[src/rtl/vga_timing_ctrl.sv]
`default_nettype none
// ============================================================================
// Module      : vga_timing_ctrl
// Description : VGA raster timing, pixel request handshake and aligned
//               one-stage colour/sync output registers.
// Revision    : 1.0 - initial release
// ============================================================================
module vga_timing_ctrl #(
    parameter int   frontporch_h = 16,
    parameter int   sync_h       = 96,
    parameter int   backporch_h  = 48,
    parameter int   active_h     = 640,
    parameter int   frontporch_v = 10,
    parameter int   sync_v       = 2,
    parameter int   backporch_v  = 33,
    parameter int   active_v     = 480,
    parameter logic hsync_pol    = 1'b0,
    parameter logic vsync_pol    = 1'b0,
    parameter int   cnt_w        = 10
) (
    input  logic             clk,
    input  logic             rst,
    input  logic             en,
    output logic             pix_req,
    input  logic             pix_rdy,
    input  logic             pix_r,
    input  logic             pix_g,
    input  logic             pix_b,
    output logic [cnt_w-1:0] x,
    output logic [cnt_w-1:0] y,
    output logic             line_start,
    output logic             frame_start,
    output logic             hsync,
    output logic             vsync,
    output logic             r,
    output logic             g,
    output logic             b,
    output logic             underflow,
    input  logic             underflow_clr
);

    localparam int c_h_tot = active_h + frontporch_h + sync_h + backporch_h;
    localparam int c_v_tot = active_v + frontporch_v + sync_v + backporch_v;

    // Last count of each phase; the phase FSMs step when these are reached.
    localparam logic [cnt_w-1:0] c_h_act_end  = cnt_w'(active_h - 1);
    localparam logic [cnt_w-1:0] c_h_fp_end   = cnt_w'(active_h + frontporch_h - 1);
    localparam logic [cnt_w-1:0] c_h_sync_end = cnt_w'(active_h + frontporch_h + sync_h - 1);
    localparam logic [cnt_w-1:0] c_h_last     = cnt_w'(c_h_tot - 1);
    localparam logic [cnt_w-1:0] c_v_act_end  = cnt_w'(active_v - 1);
    localparam logic [cnt_w-1:0] c_v_fp_end   = cnt_w'(active_v + frontporch_v - 1);
    localparam logic [cnt_w-1:0] c_v_sync_end = cnt_w'(active_v + frontporch_v + sync_v - 1);
    localparam logic [cnt_w-1:0] c_v_last     = cnt_w'(c_v_tot - 1);
    localparam logic [cnt_w-1:0] c_h_active   = cnt_w'(active_h);
    localparam logic [cnt_w-1:0] c_v_active   = cnt_w'(active_v);
    localparam logic [cnt_w-1:0] c_one        = cnt_w'(1);

    localparam logic [1:0] c_ph_active = 2'd0;
    localparam logic [1:0] c_ph_front  = 2'd1;
    localparam logic [1:0] c_ph_sync   = 2'd2;
    localparam logic [1:0] c_ph_back   = 2'd3;

    logic [cnt_w-1:0] r_hcnt;
    logic [cnt_w-1:0] r_vcnt;
    logic [1:0]       r_hphase;
    logic [1:0]       r_vphase;
    logic             r_hsync;
    logic             r_vsync;
    logic [2:0]       r_rgb;
    logic             r_underflow;

    logic w_hwrap;
    logic w_vwrap;
    logic w_de0;
    logic w_req;

    assign w_hwrap = (r_hcnt == c_h_last);
    assign w_vwrap = (r_vcnt == c_v_last);
    assign w_de0   = (r_hcnt < c_h_active) && (r_vcnt < c_v_active);
    assign w_req   = w_de0 & en;

    // Horizontal counter and phase
    always_ff @(posedge clk or posedge rst) begin
        if (rst) begin
            r_hcnt   <= '0;
            r_hphase <= c_ph_active;
        end else if (en) begin
            r_hcnt <= w_hwrap ? '0 : r_hcnt + c_one;
            case (r_hphase)
                c_ph_active: if (r_hcnt == c_h_act_end)  r_hphase <= c_ph_front;
                c_ph_front:  if (r_hcnt == c_h_fp_end)   r_hphase <= c_ph_sync;
                c_ph_sync:   if (r_hcnt == c_h_sync_end) r_hphase <= c_ph_back;
                c_ph_back:   if (w_hwrap)                r_hphase <= c_ph_active;
                default:                                 r_hphase <= c_ph_active;
            endcase
        end
    end

    // Vertical counter and phase advance once per completed line
    always_ff @(posedge clk or posedge rst) begin
        if (rst) begin
            r_vcnt   <= '0;
            r_vphase <= c_ph_active;
        end else if (en && w_hwrap) begin
            r_vcnt <= w_vwrap ? '0 : r_vcnt + c_one;
            case (r_vphase)
                c_ph_active: if (r_vcnt == c_v_act_end)  r_vphase <= c_ph_front;
                c_ph_front:  if (r_vcnt == c_v_fp_end)   r_vphase <= c_ph_sync;
                c_ph_sync:   if (r_vcnt == c_v_sync_end) r_vphase <= c_ph_back;
                c_ph_back:   if (w_vwrap)                r_vphase <= c_ph_active;
                default:                                 r_vphase <= c_ph_active;
            endcase
        end
    end

    // Output stage: sync and colour share the same one-tick latency
    always_ff @(posedge clk or posedge rst) begin
        if (rst) begin
            r_hsync <= ~hsync_pol;
            r_vsync <= ~vsync_pol;
            r_rgb   <= 3'b000;
        end else if (en) begin
            r_hsync <= (r_hphase == c_ph_sync) ? hsync_pol : ~hsync_pol;
            r_vsync <= (r_vphase == c_ph_sync) ? vsync_pol : ~vsync_pol;
            r_rgb   <= (w_de0 & pix_rdy) ? {pix_r, pix_g, pix_b} : 3'b000;
        end
    end

    // Sticky underflow; a new miss outranks a clear in the same cycle
    always_ff @(posedge clk or posedge rst) begin
        if (rst) begin
            r_underflow <= 1'b0;
        end else if (w_req && !pix_rdy) begin
            r_underflow <= 1'b1;
        end else if (underflow_clr) begin
            r_underflow <= 1'b0;
        end
    end

    assign pix_req     = w_req;
    assign x           = r_hcnt;
    assign y           = r_vcnt;
    assign line_start  = (r_hcnt == '0) & en;
    assign frame_start = (r_hcnt == '0) & (r_vcnt == '0) & en;
    assign hsync       = r_hsync;
    assign vsync       = r_vsync;
    assign r           = r_rgb[2];
    assign g           = r_rgb[1];
    assign b           = r_rgb[0];
    assign underflow   = r_underflow;

endmodule
`default_nettype wire

[config.mk]
export PLATFORM = sky130hd
export DESIGN_NAME = vga_timing_ctrl
export DESIGN_NICKNAME = d
export VERILOG_FILES = /design/src/rtl/vga_timing_ctrl.sv
export SDC_FILE = /design/constraint.sdc
export NUM_CORES = 1
export LEC_CHECK = 0
export BUFFER_PORTS_ARGS = -buffer_cell sky130_fd_sc_hd__buf_2
export CORE_MARGIN = 3
export CORE_UTILIZATION = 35
export CTS_BUF_LIST = sky130_fd_sc_hd__clkbuf_2 sky130_fd_sc_hd__clkbuf_4 sky130_fd_sc_hd__clkbuf_8
export CTS_CLUSTER_SIZE = 16
export DETAILED_ROUTE_END_ITERATION = 10
export PLACE_DENSITY_LB_ADDON = 0.1
export SETUP_SLACK_MARGIN = 0.1
export SLEW_MARGIN = 5
export SYNTH_ARGS = -nofsm -noshare
export SYNTH_HDL_FRONTEND = slang
export SYNTH_SLANG_ARGS = --single-unit
[constraint.sdc]
create_clock -name clk -period 2.2 [get_ports clk]
set_input_delay 0.55 -clock clk [delete_from_list [all_inputs] [get_ports clk]]
set_output_delay 0.55 -clock clk [all_outputs]
set_load 0.02 [all_outputs]
==> results.cfg <==
[timing]
timing.fmax_mhz = 446
hold_ws_ns = 0.333
hold_viol_final = 0
tightest_slew_ns = 0.391
layout_min_cycle_time_ns = 2.24
setup_slack_ns = -0.0408
finClkSkew_ns = 0.00512
fin_crit_sh = 1.02
rsz0062_at_grt = true
slew_headroom = 0.739
drv_slew = 0
finalSetupViolCount = 1

[drt]
wirelength_um = 4330
drt_iter0_markers = 80
vias = 1544
viasPerCell = 5.03
postRouteAntennaNets = 0
first_pass_iters = 4
drc_errors = 0
wire_per_inst_um = 14.1

[clock_network]
clk_latency_ns = 0.28
cts_hold_buf = 0
cts_buffer_depth = 2
clkTransAtPathRegs_ns = 0.07
cts.htree.levels = 2
cts_tree = yes
numCtsBuffers = 5
cts_sinks = 30
cts-root-buf = clkbuf_8

[die]
dieArea_um2 = 6010
core_um2 = 4850
die_w_um = 77.6
num_rows = 25
initial_core_util = 0.370
fp.dieH_um = 77.6
pin_count = 37

[pwr]
p_sw_uw = 508
switching_share = 0.330
finalPower_mw = 1.54
p_clk_frac = 0.304
p_leak_nw = 1.17
powerDensity_nw_per_um2 = 646
peakVddDrop_mv = 0.352
cell_internal_pwr_mw = 1.03
p_comb_frac = 0.252
seqPwrFrac = 0.444

[setup_path]
startpoint_type = register
end_kind = output port
cp_max_fo = 2
criticalPathCategory = register to output port
cp.required_ns = 1.65
cp.arrival_ns = 1.69

[outcome]
failed_checks = negative setup slack
status = finished, violations left

[flow_run]
cap_viol_max_count = 0

[placed_design]
postPlaceCellArea_um2 = 2160
io_buffers = 36
dp_hpwl_um = 3230
dp_slack_ns = 0.0830
routabilityCongestion = 0.888

[global_routing]
grt_pass1_wl_um = 7720
top_usage_layer = met2
grt_pass1_vias = 1573
grt_remaining_overflow = 0
antenna_found_initial = 0
use_met2 = 0.264
grtUsageMet3 = 0.0394
grt_use_total = 0.161
use_met1 = 0.207
grt_max_degree = 31

[finish]
nets = 262
multi_input_comb_area_um2 = 1050
stdcell_area_um2 = 2380
layout-drive-gt1-share = 0.388
synthToLayoutAreaGrowth_pct = 33.0
fillCellCount = 435
fin_util = 0.491
antenna_cells = 0
seq_area_um2 = 758

[hold_path]
worstHoldPathType = input pin to async pin

[logic_synthesis]
netlist_area_um2 = 1790
synthCells = 178
synth_area_per_cell_um2 = 10.1
ys_seq_area_frac = 0.420
synth_fp_nets = 201
synth.distinct_cells = 41
synth_seq_cells = 30
yosys_warnings = 0
-- final cells by class --
class                      instances  share of cell area
tap                               67              0.0352
inverter                          12              0.0194
timing repair buffer              57               0.147
sequential                        30               0.318
multi-input combinational        133               0.440
clock buffer                       6              0.0347
clock inverter                     2             0.00525
-- synthesized netlist by cell type --
library cell  count  area share
inv_1            11       0.023
nand4_1           5       0.017
nor2_1           15       0.031
o41ai_1           1      0.0049
nor2_2            1      0.0035
nand2b_1          1      0.0035
a21oi_1           1      0.0028
a31oi_1           2      0.0070
o22ai_1           1      0.0035
dfrtp_1          28        0.39
nand4_4           1       0.012
o31ai_1           1      0.0042
and4_1            2      0.0098
and3_1            7       0.024
or3_1             1      0.0035
ha_1             15        0.10
mux2_1            2       0.013
nor4bb_1          1      0.0056
a21o_1            1      0.0042
a32o_1            3       0.017
nor4b_1           1      0.0049
nor4b_4           3       0.040
buf_2             1      0.0028
clkbuf_2          1      0.0028
and2_1            2      0.0070
a22o_1            1      0.0049
a21boi_1          2      0.0084
xor2_1            4       0.020
dfstp_2           2       0.029
mux2i_1           3       0.017
nand4b_1          1      0.0049
nand2_1          16       0.034
nor4_2            1      0.0070
nor3_1            7       0.020
clkinv_1          1      0.0021
clkbuf_1          1      0.0021
nand3_1           8       0.022
xnor2_1           6       0.029
o21ai_0          14       0.039
a22oi_1           1      0.0042
nand4_2           2       0.014
-- critical path, cell delays in order (launching register included) --
cell and delay [ns]:
dfrtp_2 0.41, inv_2 0.08, ha_4 0.12, nor4b_4 0.19, nand3_2 0.12, nor3_4 0.15
and4_4 0.23, buf_6 0.11
-- metal layers --
layer	routed length [µm]	share of wire
met3	171	0.039
met2	2150	0.50
met5	0	0
met1	1930	0.45
met4	82	0.019
-- state kept, by name, indices dropped and copies added, names as in the netlist --
signal	flops
y	10
r_rgb	3
vsync	1
r_hphase	2
x	10
underflow	1
r_vphase	2
hsync	1
-- repair_timing --
item	CTS	global route
gates resized for setup	9	9
setup buffers	5	3
pin swaps	2	1
setup endpoints to repair	2	6
-- per-stage QoR --
| step | cells | TNS [ns] |
|---|---|---|
| after floorplan | 178 | 0 |
| after global placement | 291 | 0 |
| after detailed placement | 291 | 0 |
| after CTS | 304 | -0.0796 |
| after global routing | 307 | -0.219 |
| final | 307 | -0.0408 |
-- layout by cell type (no fill, tap or decap), types with 4 or more instances in the layout --
| master | count |
|---|---|
| nand2_1 | 16 |
| clkbuf_8 | 6 |
| nand4_1 | 5 |
| ha_1 | 13 |
| xnor2_1 | 6 |
| nor4b_4 | 4 |
| dfrtp_2 | 4 |
| buf_2 | 34 |
| buf_4 | 21 |
| and3_1 | 6 |
| o21ai_0 | 14 |
| nor3_1 | 5 |
| nand3_1 | 7 |
| dfrtp_1 | 24 |
| xor2_1 | 4 |
| inv_1 | 8 |
| nor2_1 | 15 |
-- power by group through the flow --
stage	logic, mW	clock network [mW]	registers, mW
global placement	0.339	0	0.687
detailed placement	0.346	0	0.689
finish	0.387	0.467	0.683
global route	0.429	0.520	0.690
CTS	0.390	0.484	0.683
floorplan	0.125	0	0.760
-- cell families (layout without fill, tap and decap cells) --
kind of cell,count (synthesis),after routing,synth area share
flops,30,30,0.420
xor+xnor,10,10,0.0489
simple gates,75,75,0.264
compound gates,28,28,0.0999
fa+ha+maj,15,15,0.105
buf+inv,15,77,0.0328
mux,5,5,0.0293
-- worst paths after layout --
kind / start / to / slack [ns] / depth (start not counted)
setup / recovery: x[0] / frame_start / -0.04 / 7
hold / removal: rst / r_hphase[0] / 0.33 / 3
setup reg to reg: x[0] / r_hphase[1] / 0.21 / 7
hold reg to reg: hsync / hsync / 0.49 / 2
max in group asynchronous: rst / vsync / 1.55 / 3
min in group clk: underflow_clr / underflow / 0.45 / 2
Power figures use the tool's default switching activity.
